## config.mk

```make
export PLATFORM = sky130hd
export DESIGN_NAME = address_generation_stage_flat
export DESIGN_NICKNAME = d
export VERILOG_FILES = /design/src/rtl/address_generation_stage_if.sv /design/src/rtl/address_generation_stage.sv /design/src/flat_wrapper.sv
export SDC_FILE = /design/constraint.sdc
export NUM_CORES = 1
export LEC_CHECK = 0
export BUFFER_PORTS_ARGS = -buffer_cell sky130_fd_sc_hd__buf_4
export CAP_MARGIN = 20
export CORE_AREA = 3 3 288 290
export CTS_CLUSTER_DIAMETER = 60
export CTS_CLUSTER_SIZE = 20
export DETAILED_ROUTE_END_ITERATION = 6
export DIE_AREA = 0 0 291 293
export PLACE_DENSITY_LB_ADDON = 0.08
export SKIP_CTS_REPAIR_TIMING = 1
export SYNTH_ARGS = -nofsm -noshare
export SYNTH_HDL_FRONTEND = slang
export SYNTH_SLANG_ARGS = --single-unit
```

## constraint.sdc

```tcl
create_clock -name clk -period 1.7 [get_ports clk]
set_input_delay 0.085 -clock clk [delete_from_list [all_inputs] [get_ports clk]]
set_output_delay 0.085 -clock clk [all_outputs]
set_load 0.02 [all_outputs]
```

## src/rtl/address_generation_stage_if.sv

```systemverilog
// Handshake bundles around the address generation stage.
// ags_req_if: upstream entry + in_valid/in_ready. ags_rsp_if: memory-op + out_valid/out_ready.
interface ags_req_if #(
  parameter int ADDR_W = 32
);
  logic              in_valid;
  logic              in_ready;
  logic              mem_access;
  logic [ADDR_W-1:0] seg_base;
  logic [ADDR_W-1:0] base;
  logic [ADDR_W-1:0] index;
  logic [1:0]        scale;
  logic [ADDR_W-1:0] disp;
  logic [1:0]        data_size;
  logic [31:0]       EIP;
  logic [15:0]       CS;
  logic [31:0]       control_store;
  logic [2:0]        DR;
  logic [2:0]        SR;
  logic [2:0]        MM_DR;
  logic [2:0]        SEG_ID;
  logic [31:0]       A;
  logic [31:0]       B;
  logic [63:0]       MM_A;
  logic [63:0]       MM_B;
  logic              operation;
  logic              MM_operation;

  modport master (
    output in_valid, mem_access, seg_base, base, index,
    output scale, disp, data_size,
    output EIP, CS, control_store, DR, SR, MM_DR, SEG_ID,
    output A, B, MM_A, MM_B, operation, MM_operation,
    input  in_ready
  );

  modport slave (
    input  in_valid, mem_access, seg_base, base, index,
    input  scale, disp, data_size,
    input  EIP, CS, control_store, DR, SR, MM_DR, SEG_ID,
    input  A, B, MM_A, MM_B, operation, MM_operation,
    output in_ready
  );
endinterface

interface ags_rsp_if #(
  parameter int ADDR_W = 32,
  parameter int LINE_B = 8
);
  logic              out_valid;
  logic              out_ready;
  logic [ADDR_W-1:0] address_OUT;
  logic [LINE_B-1:0] byte_mask_OUT;
  logic [1:0]        part_OUT;
  logic [31:0]       EIP_OUT;
  logic [15:0]       CS_OUT;
  logic [31:0]       control_store_OUT;
  logic [2:0]        DR_OUT;
  logic [2:0]        SR_OUT;
  logic [2:0]        MM_DR_OUT;
  logic [2:0]        SEG_ID_OUT;
  logic [31:0]       A_OUT;
  logic [31:0]       B_OUT;
  logic [63:0]       MM_A_OUT;
  logic [63:0]       MM_B_OUT;
  logic              operation_OUT;
  logic              MM_operation_OUT;

  modport master (
    output out_valid, address_OUT, byte_mask_OUT, part_OUT,
    output EIP_OUT, CS_OUT, control_store_OUT,
    output DR_OUT, SR_OUT, MM_DR_OUT, SEG_ID_OUT,
    output A_OUT, B_OUT, MM_A_OUT, MM_B_OUT,
    output operation_OUT, MM_operation_OUT,
    input  out_ready
  );

  modport slave (
    input  out_valid, address_OUT, byte_mask_OUT, part_OUT,
    input  EIP_OUT, CS_OUT, control_store_OUT,
    input  DR_OUT, SR_OUT, MM_DR_OUT, SEG_ID_OUT,
    input  A_OUT, B_OUT, MM_A_OUT, MM_B_OUT,
    input  operation_OUT, MM_operation_OUT,
    output out_ready
  );
endinterface

```

## src/rtl/address_generation_stage.sv

```systemverilog
// Address generation stage: linear address, dcache byte mask, line-split.
// Ports: clk, reset (async, low), flush, i_req (upstream), o_rsp (to memory stage).
module address_generation_stage #(
  parameter int ADDR_W = 32,
  parameter int LINE_B = 8
) (
  input  logic      clk,
  input  logic      reset,
  input  logic      flush,
  ags_req_if.slave  i_req,
  ags_rsp_if.master o_rsp
);
  localparam int OFF_W = $clog2(LINE_B);
  localparam int NB_W  = OFF_W + 1;
  localparam int MW    = 2 * LINE_B;
  localparam int LW    = ADDR_W - OFF_W;

  typedef enum logic [1:0] {
    S_EMPTY,
    S_FULL,
    S_SPLIT_LO,
    S_SPLIT_HI
  } state_t;

  typedef struct packed {
    logic [31:0] eip;
    logic [15:0] cs;
    logic [31:0] cstore;
    logic [2:0]  dr;
    logic [2:0]  sr;
    logic [2:0]  mm_dr;
    logic [2:0]  seg_id;
    logic [31:0] a;
    logic [31:0] b;
    logic [63:0] mm_a;
    logic [63:0] mm_b;
    logic        op;
    logic        mm_op;
  } sb_t;

  state_t            r_state;
  state_t            w_next;
  state_t            w_cap;
  logic [ADDR_W-1:0] w_lin;
  logic [ADDR_W-1:0] r_lin;
  logic [NB_W-1:0]   w_nbytes;
  logic [NB_W-1:0]   w_end;
  logic [MW-1:0]     w_mask;
  logic [MW-1:0]     r_mask;
  logic              r_mem;
  logic              w_cross;
  logic              w_acc;
  logic              w_in_ready;
  logic [LW-1:0]     w_line_inc;
  logic [ADDR_W-1:0] w_hi_addr;
  sb_t               w_sb;
  sb_t               r_sb;
  logic              w_valid;
  logic [ADDR_W-1:0] w_addr;
  logic [LINE_B-1:0] w_bmask;
  logic [1:0]        w_part;

  assign w_lin = i_req.seg_base + i_req.base
               + (i_req.index << i_req.scale)
               + i_req.disp;

  assign w_nbytes = NB_W'(1) << i_req.data_size;

  // Mask spans two lines; upper half feeds the high op of a split.
  assign w_mask = ((MW'(1) << w_nbytes) - MW'(1))
                  << w_lin[OFF_W-1:0];

  assign w_end   = NB_W'(w_lin[OFF_W-1:0]) + w_nbytes;
  assign w_cross = i_req.mem_access
                 & (w_end > NB_W'(LINE_B));
  assign w_cap   = w_cross ? S_SPLIT_LO : S_FULL;

  assign w_sb = {
    i_req.EIP, i_req.CS, i_req.control_store,
    i_req.DR, i_req.SR, i_req.MM_DR, i_req.SEG_ID,
    i_req.A, i_req.B, i_req.MM_A, i_req.MM_B,
    i_req.operation, i_req.MM_operation
  };

  always_comb begin
    w_in_ready = 1'b0;
    unique case (r_state)
      S_EMPTY:            w_in_ready = 1'b1;
      S_FULL, S_SPLIT_HI: w_in_ready = o_rsp.out_ready;
      default:            w_in_ready = 1'b0;
    endcase
  end

  assign i_req.in_ready = w_in_ready;
  assign w_acc = i_req.in_valid & w_in_ready & ~flush;

  always_comb begin
    w_next = r_state;
    unique case (r_state)
      S_EMPTY: begin
        if (i_req.in_valid) w_next = w_cap;
      end
      S_FULL, S_SPLIT_HI: begin
        if (o_rsp.out_ready)
          w_next = i_req.in_valid ? w_cap : S_EMPTY;
      end
      S_SPLIT_LO: begin
        if (o_rsp.out_ready) w_next = S_SPLIT_HI;
      end
      default: w_next = S_EMPTY;
    endcase
    if (flush) w_next = S_EMPTY;
  end

  always_ff @(posedge clk or negedge reset) begin
    if (!reset) r_state <= S_EMPTY;
    else        r_state <= w_next;
  end

  always_ff @(posedge clk or negedge reset) begin
    if (!reset) begin
      r_lin  <= '0;
      r_mask <= '0;
      r_mem  <= 1'b0;
      r_sb   <= '0;
    end else if (w_acc) begin
      r_lin  <= w_lin;
      r_mask <= w_mask;
      r_mem  <= i_req.mem_access;
      r_sb   <= w_sb;
    end
  end

  // Next line base; wraps from the top line to address 0.
  assign w_line_inc = r_lin[ADDR_W-1:OFF_W] + LW'(1);
  assign w_hi_addr  = {w_line_inc, {OFF_W{1'b0}}};

  always_comb begin
    w_valid = 1'b0;
    w_addr  = '0;
    w_bmask = '0;
    w_part  = 2'b00;
    unique case (r_state)
      S_FULL: begin
        w_valid = 1'b1;
        w_addr  = r_lin;
        w_bmask = r_mem ? r_mask[LINE_B-1:0] : '0;
      end
      S_SPLIT_LO: begin
        w_valid = 1'b1;
        w_addr  = r_lin;
        w_bmask = r_mask[LINE_B-1:0];
        w_part  = 2'b01;
      end
      S_SPLIT_HI: begin
        w_valid = 1'b1;
        w_addr  = w_hi_addr;
        w_bmask = r_mask[MW-1:LINE_B];
        w_part  = 2'b10;
      end
      default: ;
    endcase
  end

  assign o_rsp.out_valid        = w_valid;
  assign o_rsp.address_OUT      = w_addr;
  assign o_rsp.byte_mask_OUT    = w_bmask;
  assign o_rsp.part_OUT         = w_part;
  assign o_rsp.EIP_OUT          = r_sb.eip;
  assign o_rsp.CS_OUT           = r_sb.cs;
  assign o_rsp.control_store_OUT = r_sb.cstore;
  assign o_rsp.DR_OUT           = r_sb.dr;
  assign o_rsp.SR_OUT           = r_sb.sr;
  assign o_rsp.MM_DR_OUT        = r_sb.mm_dr;
  assign o_rsp.SEG_ID_OUT       = r_sb.seg_id;
  assign o_rsp.A_OUT            = r_sb.a;
  assign o_rsp.B_OUT            = r_sb.b;
  assign o_rsp.MM_A_OUT         = r_sb.mm_a;
  assign o_rsp.MM_B_OUT         = r_sb.mm_b;
  assign o_rsp.operation_OUT    = r_sb.op;
  assign o_rsp.MM_operation_OUT = r_sb.mm_op;

endmodule

```

## src/flat_wrapper.sv

```systemverilog
// flat-port wrapper written by rule: the top's interface ports become plain ports
module address_generation_stage_flat 
#(
  parameter int ADDR_W = 32,
  parameter int LINE_B = 8
)
  (clk, reset, flush, i_req_in_valid, i_req_mem_access, i_req_seg_base, i_req_base, i_req_index, i_req_scale, i_req_disp, i_req_data_size, i_req_EIP, i_req_CS, i_req_control_store, i_req_DR, i_req_SR, i_req_MM_DR, i_req_SEG_ID, i_req_A, i_req_B, i_req_MM_A, i_req_MM_B, i_req_operation, i_req_MM_operation, i_req_in_ready, o_rsp_out_valid, o_rsp_address_OUT, o_rsp_byte_mask_OUT, o_rsp_part_OUT, o_rsp_EIP_OUT, o_rsp_CS_OUT, o_rsp_control_store_OUT, o_rsp_DR_OUT, o_rsp_SR_OUT, o_rsp_MM_DR_OUT, o_rsp_SEG_ID_OUT, o_rsp_A_OUT, o_rsp_B_OUT, o_rsp_MM_A_OUT, o_rsp_MM_B_OUT, o_rsp_operation_OUT, o_rsp_MM_operation_OUT, o_rsp_out_ready);
  ags_req_if #(.ADDR_W(ADDR_W)) i_req_i ();
  ags_rsp_if #(.ADDR_W(ADDR_W), .LINE_B(LINE_B)) o_rsp_i ();
  input  logic clk;
  input  logic reset;
  input  logic flush;
  input wire logic [$bits(i_req_i.in_valid)-1:0] i_req_in_valid;
  input wire logic [$bits(i_req_i.mem_access)-1:0] i_req_mem_access;
  input wire logic [$bits(i_req_i.seg_base)-1:0] i_req_seg_base;
  input wire logic [$bits(i_req_i.base)-1:0] i_req_base;
  input wire logic [$bits(i_req_i.index)-1:0] i_req_index;
  input wire logic [$bits(i_req_i.scale)-1:0] i_req_scale;
  input wire logic [$bits(i_req_i.disp)-1:0] i_req_disp;
  input wire logic [$bits(i_req_i.data_size)-1:0] i_req_data_size;
  input wire logic [$bits(i_req_i.EIP)-1:0] i_req_EIP;
  input wire logic [$bits(i_req_i.CS)-1:0] i_req_CS;
  input wire logic [$bits(i_req_i.control_store)-1:0] i_req_control_store;
  input wire logic [$bits(i_req_i.DR)-1:0] i_req_DR;
  input wire logic [$bits(i_req_i.SR)-1:0] i_req_SR;
  input wire logic [$bits(i_req_i.MM_DR)-1:0] i_req_MM_DR;
  input wire logic [$bits(i_req_i.SEG_ID)-1:0] i_req_SEG_ID;
  input wire logic [$bits(i_req_i.A)-1:0] i_req_A;
  input wire logic [$bits(i_req_i.B)-1:0] i_req_B;
  input wire logic [$bits(i_req_i.MM_A)-1:0] i_req_MM_A;
  input wire logic [$bits(i_req_i.MM_B)-1:0] i_req_MM_B;
  input wire logic [$bits(i_req_i.operation)-1:0] i_req_operation;
  input wire logic [$bits(i_req_i.MM_operation)-1:0] i_req_MM_operation;
  output wire logic [$bits(i_req_i.in_ready)-1:0] i_req_in_ready;
  output wire logic [$bits(o_rsp_i.out_valid)-1:0] o_rsp_out_valid;
  output wire logic [$bits(o_rsp_i.address_OUT)-1:0] o_rsp_address_OUT;
  output wire logic [$bits(o_rsp_i.byte_mask_OUT)-1:0] o_rsp_byte_mask_OUT;
  output wire logic [$bits(o_rsp_i.part_OUT)-1:0] o_rsp_part_OUT;
  output wire logic [$bits(o_rsp_i.EIP_OUT)-1:0] o_rsp_EIP_OUT;
  output wire logic [$bits(o_rsp_i.CS_OUT)-1:0] o_rsp_CS_OUT;
  output wire logic [$bits(o_rsp_i.control_store_OUT)-1:0] o_rsp_control_store_OUT;
  output wire logic [$bits(o_rsp_i.DR_OUT)-1:0] o_rsp_DR_OUT;
  output wire logic [$bits(o_rsp_i.SR_OUT)-1:0] o_rsp_SR_OUT;
  output wire logic [$bits(o_rsp_i.MM_DR_OUT)-1:0] o_rsp_MM_DR_OUT;
  output wire logic [$bits(o_rsp_i.SEG_ID_OUT)-1:0] o_rsp_SEG_ID_OUT;
  output wire logic [$bits(o_rsp_i.A_OUT)-1:0] o_rsp_A_OUT;
  output wire logic [$bits(o_rsp_i.B_OUT)-1:0] o_rsp_B_OUT;
  output wire logic [$bits(o_rsp_i.MM_A_OUT)-1:0] o_rsp_MM_A_OUT;
  output wire logic [$bits(o_rsp_i.MM_B_OUT)-1:0] o_rsp_MM_B_OUT;
  output wire logic [$bits(o_rsp_i.operation_OUT)-1:0] o_rsp_operation_OUT;
  output wire logic [$bits(o_rsp_i.MM_operation_OUT)-1:0] o_rsp_MM_operation_OUT;
  input wire logic [$bits(o_rsp_i.out_ready)-1:0] o_rsp_out_ready;
  assign i_req_i.in_valid = i_req_in_valid;
  assign i_req_i.mem_access = i_req_mem_access;
  assign i_req_i.seg_base = i_req_seg_base;
  assign i_req_i.base = i_req_base;
  assign i_req_i.index = i_req_index;
  assign i_req_i.scale = i_req_scale;
  assign i_req_i.disp = i_req_disp;
  assign i_req_i.data_size = i_req_data_size;
  assign i_req_i.EIP = i_req_EIP;
  assign i_req_i.CS = i_req_CS;
  assign i_req_i.control_store = i_req_control_store;
  assign i_req_i.DR = i_req_DR;
  assign i_req_i.SR = i_req_SR;
  assign i_req_i.MM_DR = i_req_MM_DR;
  assign i_req_i.SEG_ID = i_req_SEG_ID;
  assign i_req_i.A = i_req_A;
  assign i_req_i.B = i_req_B;
  assign i_req_i.MM_A = i_req_MM_A;
  assign i_req_i.MM_B = i_req_MM_B;
  assign i_req_i.operation = i_req_operation;
  assign i_req_i.MM_operation = i_req_MM_operation;
  assign i_req_in_ready = i_req_i.in_ready;
  assign o_rsp_out_valid = o_rsp_i.out_valid;
  assign o_rsp_address_OUT = o_rsp_i.address_OUT;
  assign o_rsp_byte_mask_OUT = o_rsp_i.byte_mask_OUT;
  assign o_rsp_part_OUT = o_rsp_i.part_OUT;
  assign o_rsp_EIP_OUT = o_rsp_i.EIP_OUT;
  assign o_rsp_CS_OUT = o_rsp_i.CS_OUT;
  assign o_rsp_control_store_OUT = o_rsp_i.control_store_OUT;
  assign o_rsp_DR_OUT = o_rsp_i.DR_OUT;
  assign o_rsp_SR_OUT = o_rsp_i.SR_OUT;
  assign o_rsp_MM_DR_OUT = o_rsp_i.MM_DR_OUT;
  assign o_rsp_SEG_ID_OUT = o_rsp_i.SEG_ID_OUT;
  assign o_rsp_A_OUT = o_rsp_i.A_OUT;
  assign o_rsp_B_OUT = o_rsp_i.B_OUT;
  assign o_rsp_MM_A_OUT = o_rsp_i.MM_A_OUT;
  assign o_rsp_MM_B_OUT = o_rsp_i.MM_B_OUT;
  assign o_rsp_operation_OUT = o_rsp_i.operation_OUT;
  assign o_rsp_MM_operation_OUT = o_rsp_i.MM_operation_OUT;
  assign o_rsp_i.out_ready = o_rsp_out_ready;
  address_generation_stage #(.ADDR_W(ADDR_W), .LINE_B(LINE_B)) u_core (.clk(clk), .reset(reset), .flush(flush), .i_req(i_req_i), .o_rsp(o_rsp_i));
endmodule
```

# After elaboration in Yosys (flattened, before gate mapping)
# Index checks and enable logic that the tools add are counted.
dict set report word_totals {
  reg_bits 337
  input_bits 424
  out_inout_bits 330
  wordCells 56
}
dict set report classes {
  addsub 6
  magnitude_cmp 1
  n_eq_ne 6
  n_shift 4
  muxes 13
  bitwise_logic 4
  n_reduce_logical 5
}
# cell n
set ops {}
lappend ops {{adder 32 bit} 3}
lappend ops {{case mux 32 bit (2 select lines)} 1}
lappend ops {{left shift 32 x 2 -> 32 bit} 1}
lappend ops {{adder 29 x 1 -> 29 bit (second input constant)} 1}
lappend ops {{case mux 8 bit (3 select lines)} 1}
lappend ops {{left shift 1 x 4 -> 16 bit (first input constant)} 1}
lappend ops {{left shift 16 x 3 -> 16 bit} 1}
lappend ops {{subtractor 16 x 2 -> 16 bit (second input constant)} 1}
lappend ops {{two-way mux 2 bit} 6}
lappend ops {{inequality test 3 bit (second input constant)} 3}
lappend ops {{two-way mux 8 bit} 1}
lappend ops {{case mux 2 bit (3 select lines)} 1}
lappend ops {{adder 3 x 4 -> 4 bit} 1}
lappend ops {{equality test 2 bit (second input constant)} 2}
lappend ops {{greater-than comparator 4 bit (second input constant)} 1}
lappend ops {{case mux 2 bit (2 select lines)} 1}
lappend ops {{OR reduction 2 bit} 2}
lappend ops {{left shift 1 x 2 -> 4 bit (first input constant)} 1}
lappend ops {{bitwise AND 1 bit} 3}
lappend ops {{AND reduction 3 bit} 1}
lappend ops {{OR reduction 3 bit} 1}
lappend ops {{equality test 2 x 1 -> 1 bit (second input constant)} 1}
lappend ops {{logical NOT 2 bit} 1}
lappend ops {{case mux 1 bit (2 select lines)} 1}
lappend ops {{other kinds (2)} 2}

# Logic depth before layout (Yosys ltp)
dict set report logic_depth {
  depth_word 11
  depth_mapped 16
  ltp_nobuf 15
}

# Worst setup path before layout
# No wires, ideal clock.
dict set report synth_path {
  path_type {input -> register}
  from {input port i_req_scale[0]}
  to {register u_core.r_lin[30]}
  setup_ps 90
  t_arrival_ps 4100
  t_required_ps 1610
  path_slack_ps -2489
  cell_stages 13
  path_buffers 2
  cell_sequence {clkbuf_1 -> buf_1 -> mux4_2 -> fa_1 -> ha_1 -> a21oi_1 -> o21ai_1 -> nor3_4 -> a21oi_2 -> a2111oi_4 -> a31oi_1 -> or4b_1 -> o2111ai_1}
}
dict set report synth_between {
  elab_chain_cells 3
}
# item line
set synth_lines {}
lappend synth_lines {{start: declaration} flat_wrapper.sv:18} ;# input wire logic [$bits(i_req_i.scale)-1:0] i_req_scale;
lappend synth_lines {{left shift 32 x 2 -> 32 bit} address_generation_stage.sv:64} ;# + (i_req.index << i_req.scale)
lappend synth_lines {{adder 32 bit} address_generation_stage.sv:64}
lappend synth_lines {{adder 32 bit} address_generation_stage.sv:65} ;# + i_req.disp;
lappend synth_lines {{end signal: assignment} address_generation_stage.sv:127} ;# r_lin <= w_lin;
lappend synth_lines {{end: declaration} address_generation_stage.sv:45} ;# logic [ADDR_W-1:0] r_lin;
# No other way between the ends.
# A chain may end at the register's enable or synchronous reset.

# Worst setup path after layout
dict set report layout_path {
  from {input port i_req_disp[1]}
  to {register u_core.r_state[1]}
}
dict set report layout_between {
  elab_chain_cells 9
  word_cells_on_any_way 10
  classes_between {2 x add/sub; 1 x order compare; 6 x mux; 1 x bitwise}
}
# item line
set layout_lines {}
lappend layout_lines {{start: declaration} flat_wrapper.sv:19} ;# input wire logic [$bits(i_req_i.disp)-1:0] i_req_disp;
lappend layout_lines {{adder 32 bit *} address_generation_stage.sv:65}
lappend layout_lines {{via u_core.w_lin[2]} address_generation_stage.sv:44} ;# logic [ADDR_W-1:0] w_lin;
lappend layout_lines {{adder 3 x 4 -> 4 bit *} address_generation_stage.sv:73} ;# assign w_end = NB_W'(w_lin[OFF_W-1:0]) + w_nbytes;
lappend layout_lines {{greater-than comparator 4 bit *} address_generation_stage.sv:75} ;# & (w_end > NB_W'(LINE_B));
lappend layout_lines {{bitwise AND 1 bit *} address_generation_stage.sv:75}
lappend layout_lines {{two-way mux 2 bit *} address_generation_stage.sv:76} ;# assign w_cap = w_cross ? S_SPLIT_LO : S_FULL;
lappend layout_lines {{two-way mux 2 bit} address_generation_stage.sv:105} ;# w_next = i_req.in_valid ? w_cap : S_EMPTY;
lappend layout_lines {{two-way mux 2 bit} address_generation_stage.sv:104} ;# if (o_rsp.out_ready)
lappend layout_lines {{case mux 2 bit (3 select lines) *} address_generation_stage.sv:99} ;# unique case (r_state)
lappend layout_lines {{two-way mux 2 bit *} address_generation_stage.sv:112} ;# if (flush) w_next = S_EMPTY;
lappend layout_lines {{end signal: assignment} address_generation_stage.sv:117} ;# else r_state <= w_next;
lappend layout_lines {{end: declaration} address_generation_stage.sv:41} ;# state_t r_state;
# Mark *: on every way through the listed nets, which the timed path passes. The rest lies on a longest branch. The select of a mux whose other input is x is not followed.

==> impl_metrics.yaml <==
hold_path:
  hold_path_class: "in -> async"
clock_tree:
  cts-root-buf: "clkbuf_16"
  clock-sinks: 337
  cts_made_buffers: 46
  cts_tree: "yes"
  clockBufferDepth: 3
  cts_max_level: 2
  clk_pin_slew_ns: 0.06
  clock_latency_ns: 0.58
timing:
  setup_violations: 379
  rsz0062_at_grt: "yes"
  relSlewSlack: 0.7127
  fin_crit_sh: 1.771
  layout_setup_ws_ns: -1.311
  final-max-slew-violation-count: 0
  timing.hold.ws_ns: 0.02847
  tns_ns: -180.08
  clock.fmax_ghz: 0.3322
  skew_ns: 0.03929
  finalCriticalPeriod_ns: 3.011
  hold_viol_final: 0
  tightest_slew_ns: 0.4294
final_layout:
  post-route-util: 0.4170
  area_growth_pct: 92.69
  nets: 3816
  fillers: 7969
  drive_gt1_frac: 0.4260
synthesis:
  ys_top_cells_by_area: "dfrtp_1, nand2_1, fa_1"
  yosysTopAreaCellShare: 0.4838
  ys_ff_latch: 337
  synth_top_family_by_area: "simple AND/OR/NAND/NOR gates"
  synth_edf_count: 0
  ys_types: 63
  syn_nets: 2502
  synth.area.mux_share: 0.03848
  synth_compound_area_frac: 0.07853
  synthSimpleGateAreaFrac: 0.2501
  async_flop_share: 1.000
  ys_seq_area_frac: 0.4838
  syn_area_per_cell_sq_um: 8.826
  synth_flop_cell: "dfrtp_1"
  synthXorXnorAreaFrac: 0.01759
  synth_top_area_cell: "dfrtp_1"
  syn_inst: 1975
  synth_area_sq_um: 17430
  synth_fa_ha_area_frac: 0.1022
  yosys_warnings: 0
power_and_ir_drop:
  fin_total_pwr_uw: 49430
  leakagePower_uw: 0.01689
  power_density_nw_per_um2: 1472
  ir_drop_v: 0.0006831
detailed_routing:
  dr.pass1.iters: 4
  avgViaCountPerCell: 4.248
  vias: 18636
  first_iter_violations: 706
  drcViolationCount: 0
  detail_route.wl_per_cell_um: 18.40
  postRouteAntennaNets: 0
  drt_wl_total_um: 80740
worst_setup_path:
  rrSetupSlack_ns: -0.53
  reg2reg_from: "u_core.r_state[1]"
  crit_required_ns: 2.17
  reg2reg_depth: 12
  slowest_stage: "fa_2"
  path_max_fanout: 3
  critPathMaxStageDelay_ns: 0.61
  cp_cell_sequence: "buf_8 -> inv_8 -> fa_1 -> inv_2 -> fa_1 -> ha_4 -> inv_2 -> fa_2 -> clkinv_4 -> ha_4 -> a21oi_4 -> xor2_1 -> o311ai_2 -> or3_1 -> a21oi_2"
  endpoint_kind: "flip-flop"
  cp-start-kind: "primary input"
  arrival_ns: 3.48
  crit_type: "in -> reg"
  r2r_end: "u_core.o_rsp.EIP_OUT[17]"
global_routing:
  grt-ovfl-total: 0
  grt_first_pass_wirelength_um: 111200
  grt_max_degree: 56
  antenna_found_initial: 3
  grt_usage: 0.1671
  grt_pass1_vias: 17990
floorplan:
  rows: 104
  ioPinCount: 754
  initial_core_util: 0.2164
  die_w_um: 291
  die-area_sq_um: 85260
  core_area_sq_um: 80550
  die_h_um: 293
status:
  violations: "negative setup slack"
  status: "finished, violations left"
place:
  io_buffers: 753
  globalplace.congestion: 0.8200
  dp_hpwl_um: 60570
run:
  maxCapViolations: 0
cell families (layout without fill, tap and decap cells):
logic type | after synthesis | count (layout)
buf+inv | 136 | 1487
fa+ha+maj | 105 | 105
mux | 33 | 33
xor+xnor | 35 | 35
compound gates | 228 | 228
other cells | 0 | 1
flops | 337 | 337
simple gates | 1101 | 1101
critical path, delay by kind of cell:
family	cells	cell delay, ns
simple gates	1	0.35
xor+xnor	1	0.19
fa+ha+maj	5	2.12
compound gates	3	0.45
buf+inv	5	0.26
final cells by class:
type / instances / area [sq um] / area share
multi-input cells: 1502 / 9877 / 0.2941
clock inverters: 32 / 379.1 / 0.01129
repair buffers: 1375 / 12210 / 0.3635
flip-flops and latches: 337 / 8436 / 0.2512
clock buffers: 53 / 1239 / 0.03688
well taps: 1060 / 1326 / 0.03949
inverters: 27 / 118.9 / 0.003539
diodes: 1 / 2.502 / 0.00007450
per-layer routing:
layer,share of wire,vias to the layer above,track usage
met4,0.028,4,0.05125
met3,0.050,117,0.03568
met1,0.41,8943,0.2013
met2,0.52,518,0.2983
met5,0.00033,-,0
li1,-,9054,-
flip-flops by register name, indices dropped and copies added (netlist names):
register	flops
u_core.o_rsp.DR_OUT	3
u_core.o_rsp.operation_OUT	1
u_core.o_rsp.B_OUT	32
u_core.o_rsp.control_store_OUT	32
u_core.o_rsp.MM_B_OUT	64
u_core.r_state	2
u_core.o_rsp.A_OUT	32
u_core.o_rsp.EIP_OUT	32
u_core.r_lin	32
u_core.o_rsp.MM_DR_OUT	3
u_core.r_mask	16
u_core.o_rsp.MM_A_OUT	64
u_core.o_rsp.SEG_ID_OUT	3
u_core.o_rsp.CS_OUT	16
u_core.r_mem	1
u_core.o_rsp.SR_OUT	3
u_core.o_rsp.MM_operation_OUT	1
synth_stat cells (all sizes together) (2+ instances only):
cell / n
clkbuf: 102
nand2b: 4
a2111oi: 2
nand3b: 3
xor2: 15
nor4: 3
o31ai: 2
o31a: 3
nand2: 959
mux2i: 4
nand3: 25
o41ai: 7
nor3b: 2
o21ai: 86
mux2: 2
maj3: 2
inv: 26
o211ai: 2
o311ai: 2
o22ai: 5
or3: 3
and3: 7
o21a: 2
dfrtp: 337
buf: 7
nor3: 8
ha: 40
xnor2: 20
fa: 63
nor2b: 10
a21o: 10
and2: 5
a211o: 3
a211oi: 6
o21bai: 2
nand4: 8
a31oi: 13
nor2: 54
a22oi: 12
nand4b: 2
a21oi: 65
mux4: 27
how the worst max path moves through the flow:
stage                         from                end  slack (ns)
CTS                 i_req_scale[0]   u_core.r_lin[30]       -1.38
global placement    i_req_scale[0]   u_core.r_lin[30]       -1.97
detailed placement  i_req_scale[0]   u_core.r_lin[30]       -2.00
global route         i_req_disp[1]  u_core.r_state[1]       -1.42
floorplan           i_req_scale[0]   u_core.r_lin[30]       -1.65
finish               i_req_disp[1]  u_core.r_state[1]       -1.31
cell usage in the layout (no fill, tap or decap), types with 7 or more instances in the layout:
master         netlist  layout
a21oi_4              0       7
buf_6                0      68
dfrtp_1            337     335
clkbuf_16            0      68
nand2_2              0      14
nor2_1              54      40
inv_2                0       7
nand2_1            959     932
ha_1                40      24
a21oi_1             64      35
dlygate4sd3_1        0     291
nand3_1             25      13
mux4_2              27      27
o21ai_0             61       8
nor2b_1             10       9
nor2_4               0       8
fa_1                63      61
o21ai_4              0      10
inv_6                0       9
o21ai_1             25      39
inv_1               26      17
buf_12               0      28
nand4_1              8       8
nand3_2              0       8
ha_4                 0      14
xor2_1              15      12
buf_4                0     954
a21o_1              10       9
a22oi_2              0       9
a21oi_2              1      23
buf_16               0       7
xnor2_1             20      12
o21ai_2              0      29
xnor2_2              0       8
nand2_4              0      12
stage by stage:
step | std cells | setup WS, ns | instance area [sq um]
floorplan | 1975 | -1.648 | 18240
global placement | 3950 | -1.974 | 27000
detailed placement | 3950 | -1.998 | 27000
CTS | 4035 | -1.375 | 28620
global route | 4387 | -1.415 | 33590
finish | 4387 | -1.311 | 33590
report_power, final:
| part | switching (uW) | internal (uW) |
|---|---|---|
| clock network | 4220 | 6010 |
| registers | 1950 | 11200 |
| logic | 14000 | 12100 |
No activity file was read; power rests on OpenSTA's default activity.
